### config.mk
export PLATFORM = sky130hd
export DESIGN_NAME = fetch_flat
export DESIGN_NICKNAME = d
export VERILOG_FILES = /design/src/rtl/fetch_if.sv /design/src/rtl/fetch.sv /design/src/flat_wrapper.sv
export SDC_FILE = /design/constraint.sdc
export NUM_CORES = 1
export LEC_CHECK = 0
export ABC_AREA = 1
export CAP_MARGIN = 20
export CORE_MARGIN = 5
export CORE_UTILIZATION = 60
export CTS_CLUSTER_DIAMETER = 200
export DETAILED_ROUTE_END_ITERATION = 12
export DONT_BUFFER_PORTS = 1
export HOLD_SLACK_MARGIN = 0.06
export PLACE_DENSITY_LB_ADDON = 0.3
export SLEW_MARGIN = 15
export SYNTH_ARGS = -nofsm -noshare
export SYNTH_HDL_FRONTEND = slang
export SYNTH_SLANG_ARGS = --single-unit
### constraint.sdc
create_clock -name clk -period 1.4 [get_ports clk]
set_input_delay 0.21 -clock clk [delete_from_list [all_inputs] [get_ports clk]]
set_output_delay 0.21 -clock clk [all_outputs]
set_load 0.02 [all_outputs]
### src/rtl/fetch_if.sv
// Bundle between the fetch unit and its sequencer/memory/datapath neighbours.
// The slave modport is the fetch unit; master is the surrounding CPU side.
interface fetch_if #(
    parameter int AW = 12,
    parameter int DW = 16
);
    logic [2:0]    cs;
    logic [DW-1:0] mem_rdata;
    logic          pc_load;
    logic [AW-1:0] pc_target;
    logic [AW-1:0] mem_addr;
    logic [AW-1:0] pc;
    logic [DW-1:0] ir;
    logic          halt;
    logic          cont;
    logic          ill;
    logic [15:0]   icount;

    modport master (
        output cs, mem_rdata, pc_load, pc_target,
        input  mem_addr, pc, ir, halt, cont, ill, icount
    );

    modport slave (
        input  cs, mem_rdata, pc_load, pc_target,
        output mem_addr, pc, ir, halt, cont, ill, icount
    );
endinterface

### src/rtl/fetch.sv
// Instruction fetch: holds pc/ir/icount, muxes the memory address, decodes halt/cont/ill.
// Latency: ir valid 2 cycles after FETCHA; halt/cont combinational in EXECA; pc_load -> pc in 1 edge.
// Backpressure: none; the sequencer state paces every register update.
module fetch #(
    parameter int AW = 12,
    parameter int DW = 16
) (
    input  logic   clk,
    input  logic   reset,
    fetch_if.slave bus
);
    localparam logic [2:0] CS_IDLE   = 3'd0;
    localparam logic [2:0] CS_FETCHA = 3'd1;
    localparam logic [2:0] CS_FETCHB = 3'd2;
    localparam logic [2:0] CS_EXECA  = 3'd3;
    localparam logic [2:0] CS_EXECB  = 3'd4;

    localparam logic [3:0] OP_LD   = 4'h8;
    localparam logic [3:0] OP_ST   = 4'h9;
    localparam logic [3:0] OP_ILL  = 4'hE;
    localparam logic [3:0] OP_HALT = 4'hF;

    logic [AW-1:0] pc_q;
    logic [DW-1:0] ir_q;
    logic [15:0]   icount_q;
    logic          ill_q;
    logic [3:0]    opcode;
    logic          in_exec;

    assign opcode  = ir_q[DW-1:DW-4];
    assign in_exec = (bus.cs == CS_EXECA) || (bus.cs == CS_EXECB);

    // Execute phases address the operand; everything else (including bad cs codes) addresses pc.
    always_comb begin
        bus.mem_addr = pc_q;
        if (in_exec)
            bus.mem_addr = ir_q[AW-1:0];
    end

    always_comb begin
        bus.halt = 1'b0;
        bus.cont = 1'b0;
        if (bus.cs == CS_EXECA) begin
            bus.halt = (opcode == OP_HALT) || (opcode == OP_ILL);
            bus.cont = (opcode == OP_LD) || (opcode == OP_ST);
        end
    end

    always_ff @(posedge clk or negedge reset) begin
        if (!reset) begin
            pc_q     <= '0;
            ir_q     <= '0;
            icount_q <= '0;
            ill_q    <= 1'b0;
        end else begin
            if (bus.cs == CS_FETCHB) begin
                ir_q     <= bus.mem_rdata;
                pc_q     <= pc_q + AW'(1);
                icount_q <= icount_q + 16'd1;
            end
            if (in_exec && bus.pc_load)
                pc_q <= bus.pc_target;
            if ((bus.cs == CS_EXECA) && (opcode == OP_ILL))
                ill_q <= 1'b1;
        end
    end

    assign bus.pc     = pc_q;
    assign bus.ir     = ir_q;
    assign bus.icount = icount_q;
    assign bus.ill    = ill_q;
endmodule

### src/flat_wrapper.sv
// flat-port wrapper written by rule: the top's interface ports become plain ports
module fetch_flat 
#(
    parameter int AW = 12,
    parameter int DW = 16
)
  (clk, reset, bus_cs, bus_mem_rdata, bus_pc_load, bus_pc_target, bus_mem_addr, bus_pc, bus_ir, bus_halt, bus_cont, bus_ill, bus_icount);
  fetch_if #(.AW(AW), .DW(DW)) bus_i ();
  input  logic clk;
  input  logic reset;
  input wire logic [$bits(bus_i.cs)-1:0] bus_cs;
  input wire logic [$bits(bus_i.mem_rdata)-1:0] bus_mem_rdata;
  input wire logic [$bits(bus_i.pc_load)-1:0] bus_pc_load;
  input wire logic [$bits(bus_i.pc_target)-1:0] bus_pc_target;
  output wire logic [$bits(bus_i.mem_addr)-1:0] bus_mem_addr;
  output wire logic [$bits(bus_i.pc)-1:0] bus_pc;
  output wire logic [$bits(bus_i.ir)-1:0] bus_ir;
  output wire logic [$bits(bus_i.halt)-1:0] bus_halt;
  output wire logic [$bits(bus_i.cont)-1:0] bus_cont;
  output wire logic [$bits(bus_i.ill)-1:0] bus_ill;
  output wire logic [$bits(bus_i.icount)-1:0] bus_icount;
  assign bus_i.cs = bus_cs;
  assign bus_i.mem_rdata = bus_mem_rdata;
  assign bus_i.pc_load = bus_pc_load;
  assign bus_i.pc_target = bus_pc_target;
  assign bus_mem_addr = bus_i.mem_addr;
  assign bus_pc = bus_i.pc;
  assign bus_ir = bus_i.ir;
  assign bus_halt = bus_i.halt;
  assign bus_cont = bus_i.cont;
  assign bus_ill = bus_i.ill;
  assign bus_icount = bus_i.icount;
  fetch #(.AW(AW), .DW(DW)) u_core (.clk(clk), .reset(reset), .bus(bus_i));
endmodule
Word level (Yosys, flattened, before mapping)
Index checks and enable logic that the tools add are counted.

storage, ports and cells
  output and inout port bits = 59
  bits in latches = 0
  register bits after elaboration = 45
  memory bits (read-only) = 0
  RAM bits = 0
  memories = 0

cells by class
  multiplexer cells = 5
  $add $sub $neg = 2
  divide/modulo/power cells = 0
  equal/unequal tests = 7
  multipliers = 0
  magnitude comparators = 0
  reductions and logical operators = 6
  bitwise operators = 0
  shift operators = 0

operator list
  kind                   number
  $mux 12                3
  $add 16x1->16 const B  1
  $eq 4x4->1 const B     4
  $add 12x1->12 const B  1
  $eq 3x2->1 const B     2
  $eq 3x3->1 const B     1
  $logic_or 1x1->1       3
  $logic_and 1x1->1      2
  $mux 1                 2
  $reduce_bool 2->1      1

Longest topological paths before layout
  depth in word-level cells = 4
  depth in mapped cells = 9
  mapped depth without buffers = 9

Worst setup path after synthesis
Ideal clock, no wire load.

  kind = register -> register
  start point = reg u_core.ir_q[13], in the netlist u_core.bus.ir[13]
  end point = reg u_core.ill_q, in the netlist u_core.bus.ill
  period minus slack after synthesis = 1,578 ps
  required time = 1,333 ps
  buffers on the path = 0
  arrival = 1,511 ps
  slack = -178 ps
  stages on the path, launching flop included = 4
  cell sequence = dfrtp_1 inv_1 nor4_1 a21o_1

on the way
  word-level cells in the longest chain between the ends = 2

ends and longest elaborated chain
  item                    RTL line     RTL
  from (decl)             fetch.sv:24  logic [DW-1:0] ir_q;
  from (signal assigned)  fetch.sv:57  ir_q <= bus.mem_rdata;
  $eq 4x4->1              fetch.sv:63  if ((bus.cs == CS_EXECA) && (opcode == OP_ILL))
  $logic_and 1x1->1       fetch.sv:63
  to (signal assigned)    fetch.sv:54  ill_q <= 1'b0;
  to (signal assigned)    fetch.sv:64  ill_q <= 1'b1;
  to (decl)               fetch.sv:26  logic ill_q;

No other way between the ends.
A chain may end at the register's enable or synchronous reset.

Final worst setup path
  start point = reg u_core.ir_q[13], in the netlist u_core.bus.ir[13]
  end point = out bus_halt

on the way
  word-level cells in the longest chain between the ends = 3
  elaborated cells between the ends (all ways) = 4
  classes of those cells = 2 x eq/ne; 1 x mux; 1 x reduce/logical

ends and longest elaborated chain
  item                  RTL line            RTL
  $eq 4x4->1            fetch.sv:44         bus.halt = (opcode == OP_HALT) || (opcode == OP_ILL);
  $logic_or 1x1->1 (*)  fetch.sv:44
  $mux 1 (*)            fetch.sv:43         if (bus.cs == CS_EXECA) begin
  to (decl)             flat_wrapper.sv:18  output wire logic [$bits(bus_i.halt)-1:0] bus_halt;

Every way passes the cells marked *; elsewhere a longest branch is shown, timed or not.

==> results.sh <==
export IMPL_drt_pass1_iterations=5
export IMPL_gp_congestion=0.875
export IMPL_synth_most_common_cell="nand2_1"
export IMPL_dp_hpwl_um=4970
export IMPL_violations="setup timing"
export IMPL_avgSynthCellArea_um2=7.30
export IMPL_initial_core_util=0.628
export IMPL_grt_pass1_wl_um=11500
export IMPL_syn_area_um2=2550
export IMPL_max_cap_violations=0
export IMPL_synth_edff_count=0
export IMPL_rows=23
export IMPL_peakVddDrop_mv=1.15
export IMPL_syn_inst=349
export IMPL_regArea_um2=1140
export IMPL_fill_cells=271
export IMPL_cts_buffers=5
export IMPL_routed_wl_um=7490
export IMPL_stdcell_count=474
export IMPL_cts_sinks=45
export IMPL_setup_tns_ps=-31.7
export IMPL_die_area_um2=5650
export IMPL_root_buffer="clkbuf_8"
export IMPL_die_h_um=75.1
export IMPL_wire_per_inst_um=15.8
export IMPL_synth_cell_types=30
export IMPL_route_detailed_drc=0
export IMPL_dp_cells=438
export IMPL_post_route_period_util=1.01
export IMPL_min_period_ps=1420
export IMPL_core_um2=4060
export IMPL_ant_nets=0
export IMPL_finalHoldViolCount=0
export IMPL_synth_top_area_frac=0.442
export IMPL_synthTopCellsByArea="dfrtp_1, nand2_1, nand3_1"
export IMPL_drtIter0Drc=280
export IMPL_worstMarginPinSlew_ps=293
export IMPL_fin_ws_ps=-16.0
export IMPL_slew_headroom=0.805
export IMPL_synth_top_cells_by_count="nand2_1, dfrtp_1, inv_1"
export IMPL_cts_tree="built"
export IMPL_yosysWarnings=0
export IMPL_yosysSeqAreaShare=0.442
export IMPL_nNetsFinal=459
export IMPL_crit_fanout=3
export IMPL_grt_max_degree=46
export IMPL_clock_latency_ps=300
export IMPL_hp_class="primary input to flip-flop"
export IMPL_leakage_nw=1.76
export IMPL_cp_start_kind="flip-flop"
export IMPL_synth_nets=385
export IMPL_synth_seq_cells=45
export IMPL_setup_viol=2
export IMPL_worstPathArrival_ps=1210
export IMPL_slowest_stage="dfrtp_1"
export IMPL_vias_per_cell=5.51
export IMPL_syn_to_final_growth_pct=32.9
export IMPL_synth_area_leader_cell="dfrtp_1"
export IMPL_ys_async_sr_fraction=1.00
export IMPL_p_per_area_nw_per_um2=1420
export IMPL_ios=93
export IMPL_clk_pin_slew_ps=90
export IMPL_endpoint_kind="output port"
export IMPL_cp_data_required_time_ps=1190
export IMPL_chipWidth_um=75.1
export IMPL_clk_path_buf_depth=2
export IMPL_crit_chain="inv_1 -> nor4_2 -> buf_4"
export IMPL_multiInputGateArea_um2=1270
export IMPL_drive_above_1_share=0.229
export IMPL_finalClockSkew_ps=3.44
export IMPL_vias=2612
export IMPL_numPortBuffers=0
export IMPL_max_stage_delay_ps=400
export IMPL_timing_setup_critical_path_class="flip-flop to output port"
export IMPL_cts_max_level=2
export IMPL_grt_overflow=0
export IMPL_outcome="finished, violations left"
export IMPL_n_antenna_cell=0
export IMPL_slew_violations=0
export IMPL_rsz0062_at_grt="true"
export IMPL_total_power_mw=4.79
export IMPL_ys_flop_type="dfrtp_1"
export IMPL_fmax_ghz=0.706
export IMPL_first_global_vias=2425
export IMPL_grt_usage=0.269
export IMPL_antenna_found_initial=0
export IMPL_hold_slack_ps=65.3
## registers in the layout (all words and copies together) (netlist names)
name / cells
u_core.bus.icount: 16
u_core.bus.ir: 16
u_core.bus.pc: 12
u_core.bus.ill: 1
## where the power goes
| group | leakage (nW) | total, mW | internal [mW] | switching (mW) |
|---|---|---|---|---|
| clock | 0.0574 | 1.06 | 0.581 | 0.474 |
| sequential | 0.547 | 1.95 | 1.58 | 0.374 |
| combinational | 1.15 | 1.79 | 0.701 | 1.08 |
| total | 1.76 | 4.79 | 2.86 | 1.93 |
## worst max-delay path, delay by kind of cell (launching register included)
family | cells | cell delay (ps)
DFF | 1 | 400
and+or+nand+nor | 1 | 230
buffers and inverters | 2 | 280
## per-stage QoR
step | util | cell area, um^2 | setup WS [ps]
global route | 0.834 | 3380 | -44.9
CTS | 0.814 | 3300 | -34.9
global placement | 0.722 | 2930 | 65.7
floorplan | - | 2560 | 44.8
detailed placement | 0.722 | 2930 | -16.0
finish | 0.834 | 3380 | -16.0
## logic make-up after synthesis
group                      count (synthesis)  synth area share
xor gates and xnor gates                  11            0.0378
DFF                                       45             0.442
and+or+nand+nor                          220             0.383
AOI/OAI and AO/OA                         24            0.0491
adders and majority gates                  2           0.00983
buffers and inverters                     47            0.0781
## per-layer routing
metal,GRT usage,routed length (um)
met5,0,0
met4,0.0738,114
met3,0.0641,691
met2,0.473,3870
met1,0.331,2820
## what timing repair did
action,in CTS,in global routing
endpoints found under the hold margin,66,0
hold buffers,23,0
pin swaps,2,3
gates resized for setup,5,18
setup endpoints to repair,6,19
setup buffers,0,5
## path summary, 6_finish.rpt
path / cells past startpoint / to / startpoint / slack [ps]
worst max-delay path: 3 / bus_halt / u_core.bus.ir[13] / -20
worst min-delay path: 2 / u_core.bus.pc[1] / bus_pc_target[1] / 70
worst max register to register: 9 / u_core.bus.pc[9] / u_core.bus.pc[2] / 100
worst min register to register: 1 / u_core.bus.icount[7] / u_core.bus.icount[7] / 540
max in group asynchronous: 2 / u_core.bus.ir[9] / reset / 770
min in group asynchronous: 2 / u_core.bus.ill / reset / 410
## layout by cell type (no fill, tap or decap), types with 4 or more instances in the layout
master	Yosys	final
nand2_1	151	150
nor2_1	21	17
dlygate4sd3_1	0	22
dfrtp_2	0	14
inv_1	35	34
buf_4	1	52
o21ai_1	1	4
xor2_1	9	9
nand4_1	4	4
clkbuf_8	0	6
dfrtp_1	45	31
nand3_1	28	27
o21ai_0	19	16
## area by class of cell
type	instances	share of cell area
multi-input combinational	257	0.375
sequential	45	0.338
timing repair buffer	75	0.189
inverter	39	0.0447
clock buffer	6	0.0244
tap	50	0.0185
clock inverter	2	0.0111
Note: power is estimated with default switching activity, not from simulation.
